**src/rtl/scr1_dmi_scan_ctrl.sv**
```systemverilog
// -----------------------------------------------------------------------------
// scr1_dmi_scan_ctrl
//
// Purpose:
//   DMI/DTMCS scan-chain engine in the SysCLK domain. It sits directly after the
//   TAPC clock-domain synchronizer and consumes its single-cycle
//   capture/shift/update strobes and the TDI bit. It returns TDO.
//   The block owns two shift registers:
//     - the 41-bit DMI register {addr, data, op};
//     - the 32-bit DTMCS register.
//   A DMI update becomes a request/response transaction toward the Debug
//   Module. The sticky DMI error status is reported through op (DMI capture)
//   and dmistat (DTMCS capture).
//
// Ports:
//   clk         in   SysCLK
//   rst_n       in   synchronous active-low reset
//   ch_sel      in   chain select (level)
//   ch_id       in   chain identifier (level): DTMCS_ID or DMI_ID
//   ch_capture  in   capture strobe, one cycle
//   ch_shift    in   shift strobe, one cycle
//   ch_update   in   update strobe, one cycle
//   ch_tdi      in   TDI bit, valid with ch_shift
//   ch_tdo      out  TDO bit (bit 0 of the active shift register)
//   dmi_req     out  request to DM, held until dmi_resp
//   dmi_wr      out  1 = write, 0 = read
//   dmi_addr    out  request address
//   dmi_wdata   out  request write data
//   dmi_resp    in   DM completion pulse, one cycle
//   dmi_rdata   in   DM read data, valid with dmi_resp
// -----------------------------------------------------------------------------
module scr1_dmi_scan_ctrl #(
  parameter int                   ADDR_W   = 7,
  parameter int                   DATA_W   = 32,
  parameter int                   CH_ID_W  = 2,
  parameter logic [CH_ID_W-1:0]   DTMCS_ID = 2'd1,
  parameter logic [CH_ID_W-1:0]   DMI_ID   = 2'd2
) (
  input  logic                clk,
  input  logic                rst_n,
  input  logic                ch_sel,
  input  logic [CH_ID_W-1:0]  ch_id,
  input  logic                ch_capture,
  input  logic                ch_shift,
  input  logic                ch_update,
  input  logic                ch_tdi,
  output logic                ch_tdo,
  output logic                dmi_req,
  output logic                dmi_wr,
  output logic [ADDR_W-1:0]   dmi_addr,
  output logic [DATA_W-1:0]   dmi_wdata,
  input  logic                dmi_resp,
  input  logic [DATA_W-1:0]   dmi_rdata
);

  localparam int         DSR_W = ADDR_W + DATA_W + 2;
  localparam int         TSR_W = 32;
  localparam logic [5:0] ABITS = 6'(ADDR_W);

  // DMI op field encodings
  localparam logic [1:0] OP_NOP   = 2'd0;
  localparam logic [1:0] OP_READ  = 2'd1;
  localparam logic [1:0] OP_WRITE = 2'd2;
  localparam logic [1:0] OP_BUSY  = 2'd3;

  typedef enum logic {
    IDLE = 1'b0,
    BUSY = 1'b1
  } state_t;

  state_t              state_reg;
  logic [DSR_W-1:0]    dsr_reg;
  logic [TSR_W-1:0]    tsr_reg;
  logic [ADDR_W-1:0]   last_addr_reg;
  logic [DATA_W-1:0]   last_rdata_reg;
  logic [1:0]          sticky_reg;

  // ---------------------------------------------------------------------------
  // Chain decode and strobe priority.
  // The strobes should never coincide. If they do, update beats capture, and
  // capture beats shift.
  // ---------------------------------------------------------------------------
  logic dmi_active;
  logic dtm_active;
  logic upd_sel;
  logic cap_sel;
  logic sh_sel;

  assign dmi_active = ch_sel && (ch_id == DMI_ID);
  assign dtm_active = ch_sel && (ch_id == DTMCS_ID);

  assign upd_sel = ch_update;
  assign cap_sel = ch_capture && !ch_update;
  assign sh_sel  = ch_shift && !ch_update && !ch_capture;

  logic dmi_upd;
  logic dmi_cap;
  logic dmi_sh;
  logic dtm_upd;
  logic dtm_cap;
  logic dtm_sh;

  assign dmi_upd = dmi_active && upd_sel;
  assign dmi_cap = dmi_active && cap_sel;
  assign dmi_sh  = dmi_active && sh_sel;
  assign dtm_upd = dtm_active && upd_sel;
  assign dtm_cap = dtm_active && cap_sel;
  assign dtm_sh  = dtm_active && sh_sel;

  // ---------------------------------------------------------------------------
  // Derived control
  // ---------------------------------------------------------------------------
  logic        busy;
  logic [1:0]  upd_op;
  logic        upd_is_rw;
  logic        hard_reset;
  logic        soft_reset;
  logic        resp_done;
  logic [1:0]  cap_op;
  logic [TSR_W-1:0] tsr_cap;

  assign busy      = (state_reg == BUSY);
  assign upd_op    = dsr_reg[1:0];
  assign upd_is_rw = (upd_op == OP_READ) || (upd_op == OP_WRITE);

  // dmihardreset (bit 17) also aborts the transaction in flight.
  // A response arriving in that same cycle is discarded, so the hard reset
  // must gate the response handling below.
  assign hard_reset = dtm_upd && tsr_reg[17];
  assign soft_reset = dtm_upd && tsr_reg[16];
  assign resp_done  = busy && dmi_resp && !hard_reset;

  // Captured op. An existing sticky error wins. If there is none, a capture
  // that finds a transaction still in flight reports busy (3) and makes it
  // sticky. The state is the pre-edge state, so a response landing in the same
  // cycle still counts as busy.
  always_comb begin
    cap_op = OP_NOP;
    if (sticky_reg != 2'd0) begin
      cap_op = sticky_reg;
    end else if (busy) begin
      cap_op = OP_BUSY;
    end
  end

  // DTMCS capture image.
  // Fields, from MSB down: 14 zeros, dmihardreset/dmireset/reserved (read 0),
  // idle = 1, dmistat = sticky, abits, version = 1.
  assign tsr_cap = {14'b0, 1'b0, 1'b0, 1'b0, 3'd1, sticky_reg, ABITS, 4'd1};

  // TDO follows bit 0 of whichever chain is currently selected. It is forced
  // low when no chain is selected.
  always_comb begin
    ch_tdo = 1'b0;
    if (dmi_active) begin
      ch_tdo = dsr_reg[0];
    end else if (dtm_active) begin
      ch_tdo = tsr_reg[0];
    end
  end

  // ---------------------------------------------------------------------------
  // Registered state: FSM, shift registers, request payload, sticky status
  // ---------------------------------------------------------------------------
  always_ff @(posedge clk) begin
    if (!rst_n) begin
      state_reg      <= IDLE;
      dmi_req        <= 1'b0;
      dmi_wr         <= 1'b0;
      dmi_addr       <= '0;
      dmi_wdata      <= '0;
      dsr_reg        <= '0;
      tsr_reg        <= '0;
      last_addr_reg  <= '0;
      last_rdata_reg <= '0;
      sticky_reg     <= 2'd0;
    end else begin
      // DM completion. A write leaves the previous read data in place.
      if (resp_done) begin
        state_reg     <= IDLE;
        dmi_req       <= 1'b0;
        last_addr_reg <= dmi_addr;
        if (!dmi_wr) begin
          last_rdata_reg <= dmi_rdata;
        end
      end

      // DMI chain
      if (dmi_upd) begin
        if (upd_is_rw) begin
          if (busy) begin
            // Overrun: drop the request and flag it.
            sticky_reg <= OP_BUSY;
          end else if (sticky_reg == 2'd0) begin
            dmi_addr  <= dsr_reg[DSR_W-1 -: ADDR_W];
            dmi_wdata <= dsr_reg[DATA_W+1:2];
            dmi_wr    <= (upd_op == OP_WRITE);
            dmi_req   <= 1'b1;
            state_reg <= BUSY;
          end
          // If sticky is already set and the FSM is idle, the request is
          // silently dropped and sticky is left as it is.
        end
      end else if (dmi_cap) begin
        dsr_reg <= {last_addr_reg, last_rdata_reg, cap_op};
        if ((sticky_reg == 2'd0) && busy) begin
          sticky_reg <= OP_BUSY;
        end
      end else if (dmi_sh) begin
        dsr_reg <= {ch_tdi, dsr_reg[DSR_W-1:1]};
      end

      // DTMCS chain. The DMI and DTMCS selects are exclusive, so these sticky
      // and FSM writes never collide with the DMI writes above.
      if (dtm_upd) begin
        if (soft_reset || hard_reset) begin
          sticky_reg <= 2'd0;
        end
        if (hard_reset) begin
          state_reg <= IDLE;
          dmi_req   <= 1'b0;
        end
      end else if (dtm_cap) begin
        tsr_reg <= tsr_cap;
      end else if (dtm_sh) begin
        tsr_reg <= {ch_tdi, tsr_reg[TSR_W-1:1]};
      end
    end
  end

endmodule
```
**config.mk**
```make
export PLATFORM = sky130hd
export DESIGN_NAME = scr1_dmi_scan_ctrl
export DESIGN_NICKNAME = d
export VERILOG_FILES = /design/src/rtl/scr1_dmi_scan_ctrl.sv
export SDC_FILE = /design/constraint.sdc
export NUM_CORES = 1
export LEC_CHECK = 0
export CORE_MARGIN = 2
export CORE_UTILIZATION = 45
export CTS_BUF_LIST = sky130_fd_sc_hd__clkbuf_2
export CTS_CLUSTER_SIZE = 14
export DETAILED_ROUTE_END_ITERATION = 16
export GPL_ROUTABILITY_DRIVEN = 0
export PLACE_DENSITY = 0.72
export SLEW_MARGIN = 20
export SYNTH_ARGS = -nofsm -noshare
export SYNTH_HDL_FRONTEND = slang
export SYNTH_SLANG_ARGS = --single-unit
```
**constraint.sdc**
```tcl
create_clock -name clk -period 4 [get_ports clk]
set_clock_uncertainty 0.15 [all_clocks]
set_input_delay 0.6 -clock clk [delete_from_list [all_inputs] [get_ports clk]]
set_output_delay 0.6 -clock clk [all_outputs]
set_load 0.05 [all_outputs]
```
# == Yosys cells after proc, flatten, opt, wreduce, memory -nomap -nowiden ==
# Cells that the tools add are included.
# totals
inputBits,42
wordCells,76
regBits,156
# classes
n_bitwise,4
eq_ne,4
n_reduce_logical,29
muxes,29
# ops
operator,count
$mux 41,2
$mux 32,2
$mux 2,9
$logic_and 1x1->1,16
$mux 1,16
$reduce_and 2->1,3
$reduce_bool 2->1,3
$eq 2x1->1 const B,2
$eq 2x2->1 const B,2
$not 1->1,4
$reduce_and 4->1,1
$logic_not 1->1,3
$logic_not 2->1,1
$logic_or 1x1->1,2

# == Logic depth before layout (Yosys ltp) ==
# Gate-level depths: netlist of run 1.
# logic_depth
depth_word,13
ltp_mapped,8
depth_no_buf,6

# == Worst setup path after synthesis of run 1 ==
# OpenSTA, ideal clock, no wires.
# synth_timing
path_type,input port to output port
startpoint,input port ch_id[0]
endpoint,output port ch_tdo
path_buffers,0
stages,3
arrival_ps,2064
t_required_ps,3250
slack_ps,1186
path_cell_list,nor2b_1 > nand2_1 > a21boi_0
# synth_via
elab_chain_len,4
word_cells_on_any_way,6
classes_between,eq/ne: 2; mux: 2; reduce/logical: 2
# synth_lines
item,line_no,source
start: declaration,42,"input logic [CH_ID_W-1:0] ch_id,"
$eq 2x1->1,90,assign dtm_active = ch_sel && (ch_id == DTMCS_ID);
$logic_and 1x1->1,90,
$mux 1,157,end else if (dtm_active) begin
$mux 1 *,155,if (dmi_active) begin
end: declaration,47,"output logic ch_tdo,"
# Every way passes the cells marked *; elsewhere a longest branch is shown, timed or not.

# == Worst setup path after layout of run 1 ==
# Same ends and word-level chain as after synthesis.

==> results.md, run 1 <==
* Outcome: finished clean
* Worst-path fanout max at 5
* Yosys cell types at 34
* Postcts setup bufs at 0
* Fin crit period at 3316 ps
* Initial DRC count at 436
* Max VDD drop at 0.1957 mV
* Area grow syn2layout at 18.97%
* Final Setup Violations at 0
* CP max stage delay at 820 ps
* CP max-delay cell: clkdlybuf4s50_1
* Max Cap Viol at 0
* Remaining Overflow, GRT at 0
* Via count at 5,251
* Post-CTS sizing at 0
* Synthesis Warnings at 0
* Final Util at 54.84%
* DR WL/cell at 13.43 µm
* CP Class: in -> out
* Most used cell, CP: clkdlybuf4s50_1
* Overall power at 2566 µW
* Initial antenna violation count at 1
* Max-slew headroom at 47.46%
* Sequential area share after synthesis at 50.96%
* Worst path required time at 3250 ps
* Crit path max-delay family: buffers and inverters
* CP cell instances: clkdlybuf4s50_1 -> nor2b_1 -> nand2_1 -> a21boi_0 -> clkdlybuf4s50_1
* Die area at 14,570 µm²
* Reg clk slew, reported paths at 190 ps
* Layout cells sized above 1 at 6.173%
* Most frequent cells in the layout: 224 x nand2_1, 156 x dfxtp_1, 82 x clkdlybuf4s50_1
* Critical path buffers and inverters at 2
* Die Ht at 120.7 µm
* Slew @ Worst Pin at 786.1 ps
* Reg2reg setup slack at 1340 ps
* RR Startpoint: dsr_reg[0]
* Core Area at 13,300 µm²
* I/O Pins at 84
* RSZ-0062 raised after global routing: no
* Yosys reg bits at 156
* Net Count, Synth at 788
* Total track usage at 18.81%
* Clock root buffer: clkbuf_2
* Final hold slack at 313.7 ps
* Input/output buffers at 83
* CP endpoint: ch_tdo
* Worst EP arrival at 2570 ps
* Largest net degree at the start of global routing at 85
* Avg Vias per Cell at 5.320
* Fin crit share at 82.91%
* Clock latency on the worst-skew pair at 670 ps
* Clock buffer depth at 2
* Post-Synthesis Cell Area at 6128 µm²
* Number of detailed-route iterations in the first pass at 5
* Syn avg cell area at 8.226 µm²
* Hold Buf Count CTS at 0
* Commonest non-fill, non-tap cell in the layout: nand2_1
* Worst reg2reg path endpoint: dmi_wr
* PnR worst setup slack at 683.5 ps
* Die W at 120.7 µm
* Initial core utilization at 46.09%
* FF-to-FF path depth at 7
* Lkg Pwr at 0.002438 µW
* Worst hold path class: reg -> reg
* Max FFs per register at 41
* TritonCTS Buffers at 17
* DRC at 0
* Final Hold Vio Count at 0
* Fmax achieved at 301.5 MHz
* Mapped Cells at 745
* Row cnt at 42
* WP depth at 5
* Remaining antenna violation count at 0
* Critical Path Sink Type: output pin
* CTS tree: built
* H-Tree Depth at 4
* Clock sink total at 156
* Pwr dens at 351.9 nW/µm²
* Startpoint class of the critical path: primary input
* First-pass GRT wire length at 22,070 µm
* Fin nets at 841
* Final wirelength at 13,260 µm
* Pre-CTS setup slack at 663.3 ps
* Setup TNS at 0 ps
* Post-DP HPWL at 8526 µm
* Worst setup startpoint: ch_id[0]
* Vias in the first global route at 4,830
* Pins Over Slew Limit at 0
worst min-delay path: cells and delay by family, from the launching register on:
kind	cells	cell delay, ps
flops	1	350
simple gates	1	50
compound gates	1	50
synthesized netlist by cell type:
cell type	instances	area (µm²)
nand3_1	58	290.3
a21oi_2	1	8.760
nor3_1	2	10.01
a21boi_0	24	180.2
and4b_1	1	10.01
mux2i_1	7	70.07
and2_1	2	12.51
o32ai_1	2	17.52
o21a_1	5	37.54
buf_6	4	45.04
nand2_1	224	840.8
or2_2	1	6.260
or3_1	6	37.54
dfxtp_1	156	3123
o21bai_1	1	7.510
inv_1	1	3.750
a31oi_1	39	244.0
buf_2	7	35.03
nand3b_1	3	22.52
ha_1	1	12.51
nor2b_1	11	68.82
and3b_1	1	8.760
a21oi_1	1	5.000
a211oi_2	1	12.51
nor2_1	8	30.03
nand2b_1	1	6.260
and3_1	3	18.77
or4b_4	1	13.76
nor3_2	1	10.01
clkbuf_1	51	191.4
o211a_1	7	70.07
a21boi_1	40	300.3
o31a_1	2	17.52
o21ai_0	72	360.4
logic make-up after synthesis:
| logic type | Yosys count | synth area share [%] |
|---|---|---|
| AO/OA/AOI/OAI | 195 | 20.58 |
| multiplexers | 7 | 1.143 |
| adder cells (fa/ha/maj) | 1 | 0.2041 |
| buffers and inverters | 63 | 4.491 |
| flip-flops | 156 | 50.96 |
| AND/OR/NAND/NOR | 323 | 22.62 |
final cells by class:
class	instances	area (µm²)
Clock inverter	9	121.4
Multi-Input combinational cell	526	2759
Timing Repair Buffer	96	950.9
Antenna cell	1	2.502
Clock buffer	22	110.1
Fill cell	1252	6005
Tap cell	176	220.2
Sequential cell	156	3123
Inverter	1	3.754
stage by stage:
step           std cells  cell area (µm²)
2_1_floorplan        745             6128
3_3_place_gp         955             7057
3_5_place_dp         955             7057
4_1_cts              986             7288
5_1_grt              987             7291
6_report             987             7291
worst min-delay path by stage:
stage	startpoint	endpoint	depth (start not counted)
after floorplan	last_rdata_reg[0]	last_rdata_reg[0]	2
after global placement	dmi_wdata[0]	dmi_wdata[0]	2
after detailed placement	dmi_wdata[3]	dmi_wdata[3]	2
after CTS	dmi_rdata[17]	last_rdata_reg[17]	3
after global routing	dmi_rdata[25]	last_rdata_reg[25]	3
final	dmi_wdata[3]	dmi_wdata[3]	2
routing by layer:
layer  up-vias  global-route usage [%]  part of all wire [%]
met2       130                   32.27                    48
li1       2642                       -                     -
met1      2467                   22.91                    46
met5         -                       0                     0
met3        12                   4.528                   4.3
met4         0                   6.831                   1.3
power breakdown:
part           switching, µW  internal (µW)  total, µW
clock                    503            352        855
sequential              9.38           1570       1580
combinational           66.2           64.7        131
total                    578           1990       2570
Power figures use the tool's default switching activity.
==> run 2, diff against run 1 <==
--- a/config.mk
+++ b/config.mk
@@ -11,7 +11,7 @@
 export CTS_CLUSTER_SIZE = 14
 export DETAILED_ROUTE_END_ITERATION = 16
 export GPL_ROUTABILITY_DRIVEN = 0
-export PLACE_DENSITY = 0.72
+export PLACE_DENSITY = 0.74
 export SLEW_MARGIN = 20
 export SYNTH_ARGS = -nofsm -noshare
 export SYNTH_HDL_FRONTEND = slang
==> constraint.sdc (replaced) <==
create_clock -name clk -period 2.85 [get_ports clk]
set_clock_uncertainty 0.15 [all_clocks]
set_input_delay 0.4275 -clock clk [delete_from_list [all_inputs] [get_ports clk]]
set_output_delay 0.4275 -clock clk [all_outputs]
set_load 0.05 [all_outputs]
==> results.md, run 2 (synthesis gave the netlist of run 1 again) <==
* Met1 Use GR at 23.73% (+0.82 points)
* Max-slew headroom at 54.97% (+7.5 points)
* Die W at 120.7 µm (unchanged)
* Remaining Overflow, GRT at 0 (unchanged)
* Fin nets at 843 (+0.24%)
* Startpoint class of the critical path: flip-flop
* Clock buffer depth at 2 (unchanged)
* First-pass GRT wire length at 22,000 µm (-0.31%)
* Fmax achieved at 381.8 MHz
* Max VDD drop at 0.2102 mV (+7.4%)
* Clock root buffer: clkbuf_2
* Commonest non-fill, non-tap cell in the layout: nand2_1
* Max Cap Viol at 0 (unchanged)
* Critical Path Sink Type: output pin
* Max FFs per register at 41 (unchanged)
* Layout cells sized above 1 at 6.519% (+0.35 points)
* Clock latency on the worst-skew pair at 700 ps (+30 ps)
* H-Tree Depth at 4 (unchanged)
* Slew @ Worst Pin at 675.4 ps (-110.7 ps)
* Initial DRC count at 457 (+4.8%)
* Placed cell area at 7137 µm² (+1.1%)
* Final Hold Vio Count at 0 (unchanged)
* Final Setup Violations at 0 (unchanged)
* Reg2reg setup slack at 530 ps (-810 ps)
* Most frequent cells in the layout: 224 x nand2_1, 156 x dfxtp_1, 81 x clkdlybuf4s50_1
* CP Class: reg -> out
* Post-DP HPWL at 8448 µm (-0.92%)
* Lkg Pwr at 0.002441 µW (+0.11%)
* Critical path buffers and inverters at 1 (-1)
* Worst-path fanout max at 3 (-2)
* Worst reg2reg path endpoint: dmi_addr[4]
* Setup TNS at 0 ps (unchanged)
* WP depth at 1 (-4)
* Reg clk slew, reported paths at 220 ps (+30 ps)
* Fin crit period at 2619 ps
* Hold path endpoint: last_rdata_reg[19]
* Worst Hold Depth at 3 (+1)
* Most crowded layer after global routing: met2
* CP max-delay cell: clkdlybuf4s50_1
* Row cnt at 42 (unchanged)
* Initial core utilization at 46.09% (unchanged)
* I/O Pins at 84 (unchanged)
* Number of detailed-route iterations in the first pass at 5 (unchanged)
* DR WL/cell at 13.39 µm (-0.31%)
* Fill cells at 1,250 (-0.16%)
* Met2 usage at 30.79% (-1.5 points)
* Die Ht at 120.7 µm (unchanged)
* Hold Startpoint: dmi_rdata[19]
* Avg Vias per Cell at 5.278 (-0.80%)
* Clock sink total at 156 (unchanged)
* Area grow syn2layout at 19.50%
* Pwr dens at 463.8 nW/µm² (+32%)
* Met3 Resource Use GR at 4.245% (-0.28 points)
* Worst path required time at 2270 ps (-980 ps)
* Pins Over Slew Limit at 0 (unchanged)
* Total track usage at 18.76% (-0.052 points)
* RR Startpoint: dsr_reg[0]
* CTS tree: built
* Fin crit share at 91.90%
* TritonCTS Buffers at 17 (unchanged)
* Core Area at 13,300 µm² (unchanged)
* CP cell instances: clkdlybuf4s50_1
* Worst EP arrival at 2040 ps (-530 ps)
* Worst hold path class: in -> reg
* Crit path max-delay family: buffers and inverters
* Input/output buffers at 83 (unchanged)
* Die area at 14,570 µm² (unchanged)
* Largest net degree at the start of global routing at 83 (-2.4%)
* FF-to-FF path depth at 7 (unchanged)
* DRC at 0 (unchanged)
* Finished layout cell area at 7323 µm² (+0.45%)
* Vias in the first global route at 4,848 (+0.37%)
* Via count at 5,225 (-0.50%)
* Initial antenna violation count at 1 (unchanged)
* Post-CTS sizing at 0 (unchanged)
* CP max stage delay at 850 ps (+30 ps)
* RSZ-0062 raised after global routing: no
* Outcome: finished clean
* Remaining antenna violation count at 0 (unchanged)
* Final wirelength at 13,260 µm (about the same)
[run 2: routing by layer]
| metal | vias to the layer above | share of wire (%) |
|---|---|---|
| met4 | 0 | 1.4 |
| met3 | 16 | 4.4 |
| li1 | 2643 | - |
| met5 | - | 0 |
| met1 | 2438 | 46 |
| met2 | 128 | 48 |
[run 2: final cells by class]
class | count | area, µm² | area share (%)
sequential | 156 | 3123 | 42.64
inverter | 1 | 3.754 | 0.05126
clock inverter | 12 | 73.82 | 1.008
tap | 176 | 220.2 | 3.007
clock buffer | 20 | 100.1 | 1.367
timing repair buffer | 98 | 1041 | 14.21
antenna | 1 | 2.502 | 0.03417
multi-input combinational | 526 | 2759 | 37.67
[run 2: how the worst max path moves through the flow]
stage                    from            end
CTS                    dmi_wr         dmi_wr
floorplan            ch_id[0]         ch_tdo
detailed placement  ch_update    dmi_addr[4]
global placement    ch_update  dmi_wdata[12]
global route           dmi_wr         dmi_wr
finish                 dmi_wr         dmi_wr
[run 2: power by group]
part	switching (µW)	leakage (µW)	internal, µW
Sequential	13.3	0.00126	2210
Combinational	94.4	0.00106	95.8
Clock	758	0.000119	230
[run 2: stage by stage]
stage | utilization, % | setup slack [ps] | hold slack [ps] | power [µW] | instances
after floorplan | - | 381.3 | 286.2 | 2356 | 745
after global placement | 53.68 | 365.4 | 290.1 | 2446 | 956
after detailed placement | 53.68 | 320.7 | 296.5 | 2450 | 956
after CTS | 55.06 | 151.0 | 36.18 | 3435 | 989
after global routing | 55.08 | 121.4 | 30.58 | 3554 | 990
final | 55.08 | 230.9 | 97.02 | 3397 | 990
[run 2: what timing repair did]
item / in CTS / in global routing
hold endpoints to repair: 5 / 0
hold buffers: 1 / 0
setup buffers: 0 / 0
